## config.mk

```make
export PLATFORM = sky130hd
export DESIGN_NAME = bcd_to_bin
export DESIGN_NICKNAME = d
export VERILOG_FILES = /design/src/rtl/bcd_to_bin.sv
export SDC_FILE = /design/constraint.sdc
export NUM_CORES = 1
export LEC_CHECK = 0
export ABC_AREA = 1
export CAP_MARGIN = 10
export CORE_ASPECT_RATIO = 0.8
export CORE_MARGIN = 2
export CORE_UTILIZATION = 40
export DETAILED_ROUTE_END_ITERATION = 7
export PLACE_DENSITY_LB_ADDON = 0.25
export SLEW_MARGIN = 40
export SYNTH_ARGS = -nofsm -noshare
export SYNTH_HDL_FRONTEND = slang
export SYNTH_SLANG_ARGS = --single-unit
```

## constraint.sdc

```tcl
create_clock -name clk_100kHz -period 6.6 [get_ports clk_100kHz]
set_clock_uncertainty 0.15 [all_clocks]
set_input_delay 1.32 -clock clk_100kHz [delete_from_list [all_inputs] [get_ports clk_100kHz]]
set_output_delay 1.32 -clock clk_100kHz [all_outputs]
set_load 0.005 [all_outputs]
```

## src/rtl/bcd_to_bin.sv

```systemverilog
// bcd_to_bin: sequential converter from eight packed BCD digits to an unsigned
// binary value. It handles one digit per clock, most significant digit first.
// It uses a start/busy/done handshake, and a done pulse follows 8 clocks after
// start is accepted.
// Optional feature macro: BCD_TO_BIN_DIGIT_EN. When it is defined, an en[7:0]
// port is added. Digits whose enable bit is low count as 0 and are not checked
// for validity.
module bcd_to_bin #(
  parameter int W_BIN = 32
) (
  input  logic             clk_100kHz,
  input  logic             rst_,
  input  logic             start,
  input  logic [3:0]       bcd0,
  input  logic [3:0]       bcd1,
  input  logic [3:0]       bcd2,
  input  logic [3:0]       bcd3,
  input  logic [3:0]       bcd4,
  input  logic [3:0]       bcd5,
  input  logic [3:0]       bcd6,
  input  logic [3:0]       bcd7,
`ifdef BCD_TO_BIN_DIGIT_EN
  input  logic [7:0]       en,
`endif
  output logic [W_BIN-1:0] bin,
  output logic             busy,
  output logic             done,
  output logic             err
);

  typedef enum logic {IDLE = 1'b0, CALC = 1'b1} state_t;

  state_t           state_reg;
  logic [31:0]      sr_reg;
  logic [W_BIN-1:0] acc_reg;
  logic [2:0]       cnt_reg;
  logic             bad_reg;
  logic [W_BIN-1:0] bin_reg;
  logic             busy_reg;
  logic             done_reg;
  logic             err_reg;

  logic [3:0]       digit_in [8];
  logic [7:0]       digit_used;
  logic [7:0]       digit_bad;
  logic [31:0]      sr_load;
  logic [W_BIN-1:0] acc_next;

  assign digit_in[0] = bcd0;
  assign digit_in[1] = bcd1;
  assign digit_in[2] = bcd2;
  assign digit_in[3] = bcd3;
  assign digit_in[4] = bcd4;
  assign digit_in[5] = bcd5;
  assign digit_in[6] = bcd6;
  assign digit_in[7] = bcd7;

`ifdef BCD_TO_BIN_DIGIT_EN
  assign digit_used = en;
`else
  assign digit_used = 8'hFF;
`endif

  // Per-digit masking and range check. A disabled digit loads as 0, which is
  // always valid, so it drops out of both the sum and the error flag.
  for (genvar gi = 0; gi < 8; gi++) begin : g_digit
    assign sr_load[gi*4 +: 4] = digit_used[gi] ? digit_in[gi] : 4'h0;
    assign digit_bad[gi]      = digit_used[gi] && (digit_in[gi] > 4'd9);
  end

  // acc*10 plus the current top digit. Shifts keep this free of a multiplier.
  assign acc_next = (acc_reg << 3) + (acc_reg << 1)
                  + {{(W_BIN-4){1'b0}}, sr_reg[31:28]};

  // Handshake FSM: latch the digits on start, then fold in one digit per edge.
  always_ff @(posedge clk_100kHz or negedge rst_) begin
    if (!rst_) begin
      state_reg <= IDLE;
      sr_reg    <= '0;
      acc_reg   <= '0;
      cnt_reg   <= '0;
      bad_reg   <= 1'b0;
      bin_reg   <= '0;
      busy_reg  <= 1'b0;
      done_reg  <= 1'b0;
      err_reg   <= 1'b0;
    end else begin
      case (state_reg)
        IDLE: begin
          done_reg <= 1'b0;
          if (start) begin
            sr_reg    <= sr_load;
            acc_reg   <= '0;
            cnt_reg   <= '0;
            bad_reg   <= |digit_bad;
            busy_reg  <= 1'b1;
            state_reg <= CALC;
          end
        end
        CALC: begin
          acc_reg <= acc_next;
          sr_reg  <= {sr_reg[27:0], 4'h0};
          cnt_reg <= cnt_reg + 3'd1;
          if (cnt_reg == 3'd7) begin
            bin_reg   <= bad_reg ? '0 : acc_next;
            err_reg   <= bad_reg;
            done_reg  <= 1'b1;
            busy_reg  <= 1'b0;
            state_reg <= IDLE;
          end
        end
        default: state_reg <= IDLE;
      endcase
    end
  end

  assign bin  = bin_reg;
  assign busy = busy_reg;
  assign done = done_reg;
  assign err  = err_reg;

endmodule

```

==> results of run 1 <==
==> placed cells by master, fill, tap and decap left out, types with 3 or more instances in the layout <==
cell type        count
nand2_1            355
xor2_1               6
xnor2_1              7
clkbuf_16            9
nand3b_1             5
a22oi_1              7
nor3_1               3
a21oi_1             20
o21ai_0             32
dfrtp_1            103
nor2_4               3
buf_4                4
nand3_2              3
clkdlybuf4s50_1     68
nand3_1             60
nor2_1              41
nand4_1              4
nand2_2              8
nor2_2               3
a21oi_2              3
ha_1                60
inv_1              124
o211ai_1             6
o221ai_1            11
==> cells by family (layout without fill, tap and decap cells) <==
logic type | after synthesis | in the layout | synth area share
compound gates | 89 | 89 | 0.08388
xor+xnor | 13 | 13 | 0.01719
fa+ha+maj | 62 | 62 | 0.1194
buf+inv | 148 | 216 | 0.08577
flops | 103 | 103 | 0.3892
simple gates | 489 | 489 | 0.3046
==> how the worst max path moves through the flow <==
stage | depth (start not counted) | end | start | slack (ns)
5_1_grt | 5 | sr_reg[15]$_DFFE_PN0P_ | start | 3.18
3_3_place_gp | 5 | sr_reg[31]$_DFFE_PN0P_ | start | 3.07
4_1_cts | 5 | sr_reg[15]$_DFFE_PN0P_ | start | 3.40
6_report | 5 | sr_reg[15]$_DFFE_PN0P_ | start | 3.39
3_5_place_dp | 5 | sr_reg[15]$_DFFE_PN0P_ | start | 3.02
2_1_floorplan | 13 | acc_reg[24]$_DFFE_PN0P_ | acc_reg[0]$_DFFE_PN0P_ | 4.23
==> worst max-delay path, delay by kind of cell <==
kind	cells	cell delay, ns
buffers and inverters	3	1.53
AO/OA/AOI/OAI	1	0.34
AND/OR/NAND/NOR	1	0.11
==> layer usage <==
metal,global-route usage,up-vias
li1,-,2988
met1,0.3077,2644
met2,0.2919,101
met3,0.03525,17
met4,0.04940,0
met5,0,-
==> area by class of cell <==
type,count,area (µm²),share of cell area
clock buffers,10,229.0,0.02924
multi-input cells,653,3487,0.4453
clock inverters,6,63.81,0.008148
inverters,127,476.7,0.06087
flip-flops and latches,103,2577,0.3291
well taps,220,275.3,0.03515
repair buffers,73,721.9,0.09219
==> stage by stage <==
step / hold WS (ns) / cells / setup slack [ns]
global route: 0.3517 / 1192 / 3.180
CTS: 0.3341 / 1192 / 3.405
floorplan: 0.2998 / 904 / 4.232
detailed placement: 0.3139 / 1176 / 3.019
global placement: 0.3118 / 1176 / 3.071
finish: 0.3282 / 1192 / 3.394
==> run_results.csv, run 1 <==
group,metric,value,unit
logic_synthesis,syn_area,6623,µm²
route,drt_iter0_drc,369,
placement,dpl-instance-area,7530,µm²
worst_setup_path,r2r_setup_slack,3.85,ns
die,dieHeight,119.1,µm
worst_setup_path,slowest_delay,0.59,ns
logic_synthesis,ys_dominant_reg_cell,"dfrtp_1",
route,wl_per_cell,13.84,µm
min_path,whs_path_depth,2,
route,drt-total-wl,16.50,mm
global_route,grt_max_degree,65,
global_route,grt_antenna_before_repair,0,
min_path,holdPathEnd,"bin[17]$_DFFE_PN0P_",
global_route,first_global_vias,5577,
die,fp.dieW,147.9,µm
worst_setup_path,r2r-end,"bin[26]$_DFFE_PN0P_",
global_route,grt_pass1_wl,28.10,mm
route,dr_wl_met3,594,µm
die,num_rows,42,
clock_network,ctsHoldBuffers,0,
worst_setup_path,cpMaxStageDelayCell,"clkinv_1",
cells_and_area,drive_above_1_share,0.04527,
logic_synthesis,ys_seq_area_frac,0.3892,
min_path,worstHoldPathType,"flip-flop to flip-flop",
global_route,track_usage,0.2005,
die,start_util,0.4039,
logic_synthesis,avgSynthCellArea,7.326,µm²
clock_network,cts_root_buffer,"clkbuf_16",
sta,finalSetupViolCount,0,
clock_network,cts_setup_buffers,0,
route,vias,5750,
clock_network,cts_tree,"built",
cells_and_area,nFillCells,1681,
worst_setup_path,cp_cell_sequence,"clkdlybuf4s50_1 -> nor2_4 -> buf_4 -> clkinv_1 -> o221ai_1",
sta,hold_violations,0,
cells_and_area,fin_util,0.4776,
clock_network,htreeDepth,3,
route,met2WireLength,6.730,mm
clock_network,post_cts_resized,0,
route,dr.max_layer_used,"met4",
logic_synthesis,synth_cells,904,
sta,tightestPinTransition,0.5820,ns
worst_setup_path,cp-end-kind,"flip-flop",
placement,hpwlAfterDp,12.34,mm
route,wl_met1,8.958,mm
die,core,16400,µm²
sta,grt_setup_unrepaired,"no",
logic_synthesis,synth_most_common_cell,"nand2_1",
sta,fmax,311.9,MHz
worst_setup_path,r2r_start,"acc_reg[2]$_DFFE_PN0P_",
clock_network,cts.path.max_buffers,2,
cells_and_area,final_area,7831,µm²
route,ant_nets,0,
route,dr.pass1.iters,5,
logic_synthesis,synth_common_cells,"nand2_1, inv_1, dfrtp_1",
worst_setup_path,timing_worst_setup_path_type,"input port to flip-flop",
logic_synthesis,synth_edf_count,0,
cells_and_area,layout.nets,1064,
outcome,outcome,"finished, final reports clean",
logic_synthesis,yosys_warnings,0,
sta,slew_headroom,0.6120,
worst_setup_path,crit_required,6.71,ns
logic_synthesis,yosys-top-cells-area,"dfrtp_1, nand2_1, ha_1",
logic_synthesis,async_flop_share,1.000,
sta,slew_violations,0,
logic_synthesis,netlist.area_leader.share,0.3892,
clock_network,clk_pin_slew,0.08,ns
worst_setup_path,cp.arrival,3.32,ns
global_route,grt-ovfl-total,0,
route,vias_per_cell,4.824,
clock_network,cts_buffers,9,
sta,tns,0,ns
worst_setup_path,worst_setup_path_start_kind,"input port",
cells_and_area,syn_to_final_growth,18.25,%
logic_synthesis,synth-seq-cells,103,
job,maxCapViolations,0,
clock_network,clk_latency,0.36,ns
min_path,min_from,"bin[17]$_DFFE_PN0P_",
logic_synthesis,syn_nets,1001,
logic_synthesis,yosys.area.top_type,"dfrtp_1",
placement,gp_congestion,0.9204,
sta,post-route-min-period,3.206,ns
sta,post-route-period-util,0.4858,
die,dieArea,17610,µm²
cells_and_area,num_antenna_cells,0,
die,ios,70,
route,drc_errors,0,
worst_setup_path,worstRegToRegCells,13,
worst_setup_path,critPathMaxFanout,50,
clock_network,cts.sinks,103,
logic_synthesis,ys_types,35,
placement,io_buffers,69,
Power of run 1 is left out: the tool's default activity adds up to more than one toggle a clock period on the data nets, which glitch-free logic cannot reach.
==> run 2, diff against run 1 <==
clock period = 2.58 ns   (was 6.6 ns; I/O delays follow)
==> run 2 against run 1 <==
  * Worst hold slack about the same
  * Clock-buffer cell count unchanged
  * Cell count increased by 1.2%
  * Non-clock buffer count increased by 14
  * Sequential cell count unchanged
==> run_results.csv, run 2 (same netlist as run 1, synthesis figures left out) <==
group,metric,value,unit
worst_setup_path,crit_start,"acc_reg[2]$_DFFE_PN0P_",
worst_setup_path,cp-end-kind,"flip-flop",
die,core,16400,µm²
route,wl_per_cell,14.34,µm
clock_network,htreeDepth,3,
worst_setup_path,cp.arrival,2.62,ns
sta,slew_headroom,0.5575,
die,dieHeight,119.1,µm
worst_setup_path,r2r_setup_slack,0.10,ns
die,start_util,0.4039,
cells_and_area,final_common_cell,"nand2_1",
clock_network,cts.sinks,103,
global_route,grt_max_degree,53,
min_path,min_from,"bin[17]$_DFFE_PN0P_",
die,dieArea,17610,µm²
route,vias_per_cell,4.899,
placement,io_buffers,69,
placement,hpwlAfterDp,12.99,mm
route,drt_iter0_drc,364,
placement,gp_congestion,0.9571,
route,dr.pass1.iters,5,
die,ios,70,
die,num_rows,42,
cells_and_area,layout.cells.most_common_list,"nand2_1, inv_1, dfrtp_1, clkdlybuf4s50_1",
route,drt-total-wl,17.30,mm
sta,tightestPinTransition,0.6638,ns
outcome,outcome,"finished, final reports clean",
clock_network,clk_latency,0.36,ns
route,vias,5908,
job,maxCapViolations,0,
sta,post-route-period-util,0.9606,
clock_network,clk_pin_slew,0.08,ns
clock_network,cts_root_buffer,"clkbuf_16",
worst_setup_path,r2r_start,"acc_reg[2]$_DFFE_PN0P_",
cells_and_area,layout.nets,1078,
global_route,track_usage,0.2076,
cells_and_area,instances_no_fill,1206,
route,ant_nets,0,
die,fp.dieW,147.9,µm
worst_setup_path,worst_setup_path_start_kind,"flip-flop",
worst_setup_path,timing_worst_setup_path_type,"flip-flop to flip-flop",
sta,finalSetupViolCount,0,
cells_and_area,syn_to_final_growth,22.26,%
clock_network,cts.path.max_buffers,2,
sta,slew_violations,0,
global_route,grt_pass1_wl,29.10,mm
global_route,grt-ovfl-total,0,
route,drc_errors,0,
sta,post-route-min-period,2.478,ns
cells_and_area,num_antenna_cells,0,
placement,placed_cells_incl_taps,1186,
global_route,first_global_vias,5812,
sta,grt_setup_unrepaired,"yes",
cells_and_area,drive_above_1_share,0.08722,
min_path,worstHoldPathType,"flip-flop to flip-flop",
global_route,grt_antenna_before_repair,0,
worst_setup_path,critPathMaxFanout,3,
sta,hold_violations,0,
sta,fmax,403.5,MHz
clock_network,cts_buffers,9,
sta,holdWs,0.3282,ns
worst_setup_path,crit_required,2.73,ns
clock_network,cts_tree,"built",
==> run 2: cell count changes in the layout (fill, tap and decap cells not counted), sizes merged <==
| cell | before | now |
|---|---|---|
| buf | 5 | 18 |
| bufinv | 0 | 1 |
| clkinvlp | 1 | 0 |
| dlygate4sd3 | 0 | 1 |
==> run 2: stage by stage <==
| stage | cell area (µm²) | util | TNS [ns] | worst slack, ns |
|---|---|---|---|---|
| final | 8097 | 0.4938 | 0 | 0.1016 |
| after global routing | 8097 | 0.4938 | -0.05389 | -0.01825 |
| after CTS | 7955 | 0.4852 | 0 | 0.0007057 |
| after detailed placement | 7630 | 0.4654 | 0 | 0.01005 |
| after global placement | 7630 | 0.4654 | 0 | 0.06875 |
| after floorplan | 6623 | - | 0 | 0.2115 |
==> run 2: repair_timing <==
action / in CTS / in global routing
buffers inserted: 0 / 3
hold buffers: 1 / 0
resized for setup: 0 / 32
endpoints found under the setup margin: 0 / 45
hold endpoints to repair: 33 / 0
==> run 2: routing by layer <==
| metal | vias to the layer above | global-route usage | part of all wire |
|---|---|---|---|
| met3 | 17 | 0.04943 | 0.051 |
| met2 | 118 | 0.3090 | 0.42 |
| met1 | 2752 | 0.3087 | 0.52 |
| met5 | - | 0 | 0 |
| li1 | 3021 | - | - |
| met4 | 0 | 0.04167 | 0.013 |
==> run 2: final cells by class <==
type | instances | area, µm²
Multi-Input combinational cell | 653 | 3601
Sequential cell | 103 | 2577
Inverter | 127 | 476.7
Tap cell | 220 | 275.3
Clock buffer | 10 | 229.0
Timing Repair Buffer | 87 | 850.8
Fill cell | 1634 | 8299
Clock inverter | 6 | 86.33
==> run 2: critical path, cell delays in order, from the launching register on <==
cell and delay [ns]:
dfrtp_1 0.38, inv_2 0.06, fa_2 0.57, inv_2 0.05
ha_4 0.25, nand2_1 0.07, nor2_2 0.15, nand2_1 0.08
nand3_2 0.08, nand2_2 0.08, nand2_4 0.11, xor2_1 0.22
nand2_1 0.08, nand2_1 0.07
==> run 2: path summary, 6_finish.rpt <==
check / depth (start not counted) / endpoint
worst min register to register: 2 / bin[17]$_DFFE_PN0P_
min in group asynchronous: 2 / acc_reg[2]$_DFFE_PN0P_
max in group asynchronous: 3 / acc_reg[28]$_DFFE_PN0P_
worst min-delay path: 2 / bin[17]$_DFFE_PN0P_
worst max register to register: 13 / bin[15]$_DFFE_PN0P_
worst max-delay path: 13 / bin[15]$_DFFE_PN0P_
Power of run 2 is left out for the same reason.
==> run 3, diff against run 2 <==
--- a/config.mk
+++ b/config.mk
@@ -11,4 +11,5 @@
 export CORE_MARGIN = 2
 export CORE_UTILIZATION = 40
+export CTS_CLUSTER_SIZE = 8
 export DETAILED_ROUTE_END_ITERATION = 7
 export PLACE_DENSITY_LB_ADDON = 0.25
--- a/constraint.sdc
+++ b/constraint.sdc
@@ -3,3 +3,3 @@
 set_input_delay 0.516 -clock clk_100kHz [delete_from_list [all_inputs] [get_ports clk_100kHz]]
 set_output_delay 0.516 -clock clk_100kHz [all_outputs]
-set_load 0.005 [all_outputs]
+set_load 0.02 [all_outputs]
==> results of run 3 <==
Final layout, timing and power as in run 2 (identical DEF).
Power of run 3 is left out for the same reason.
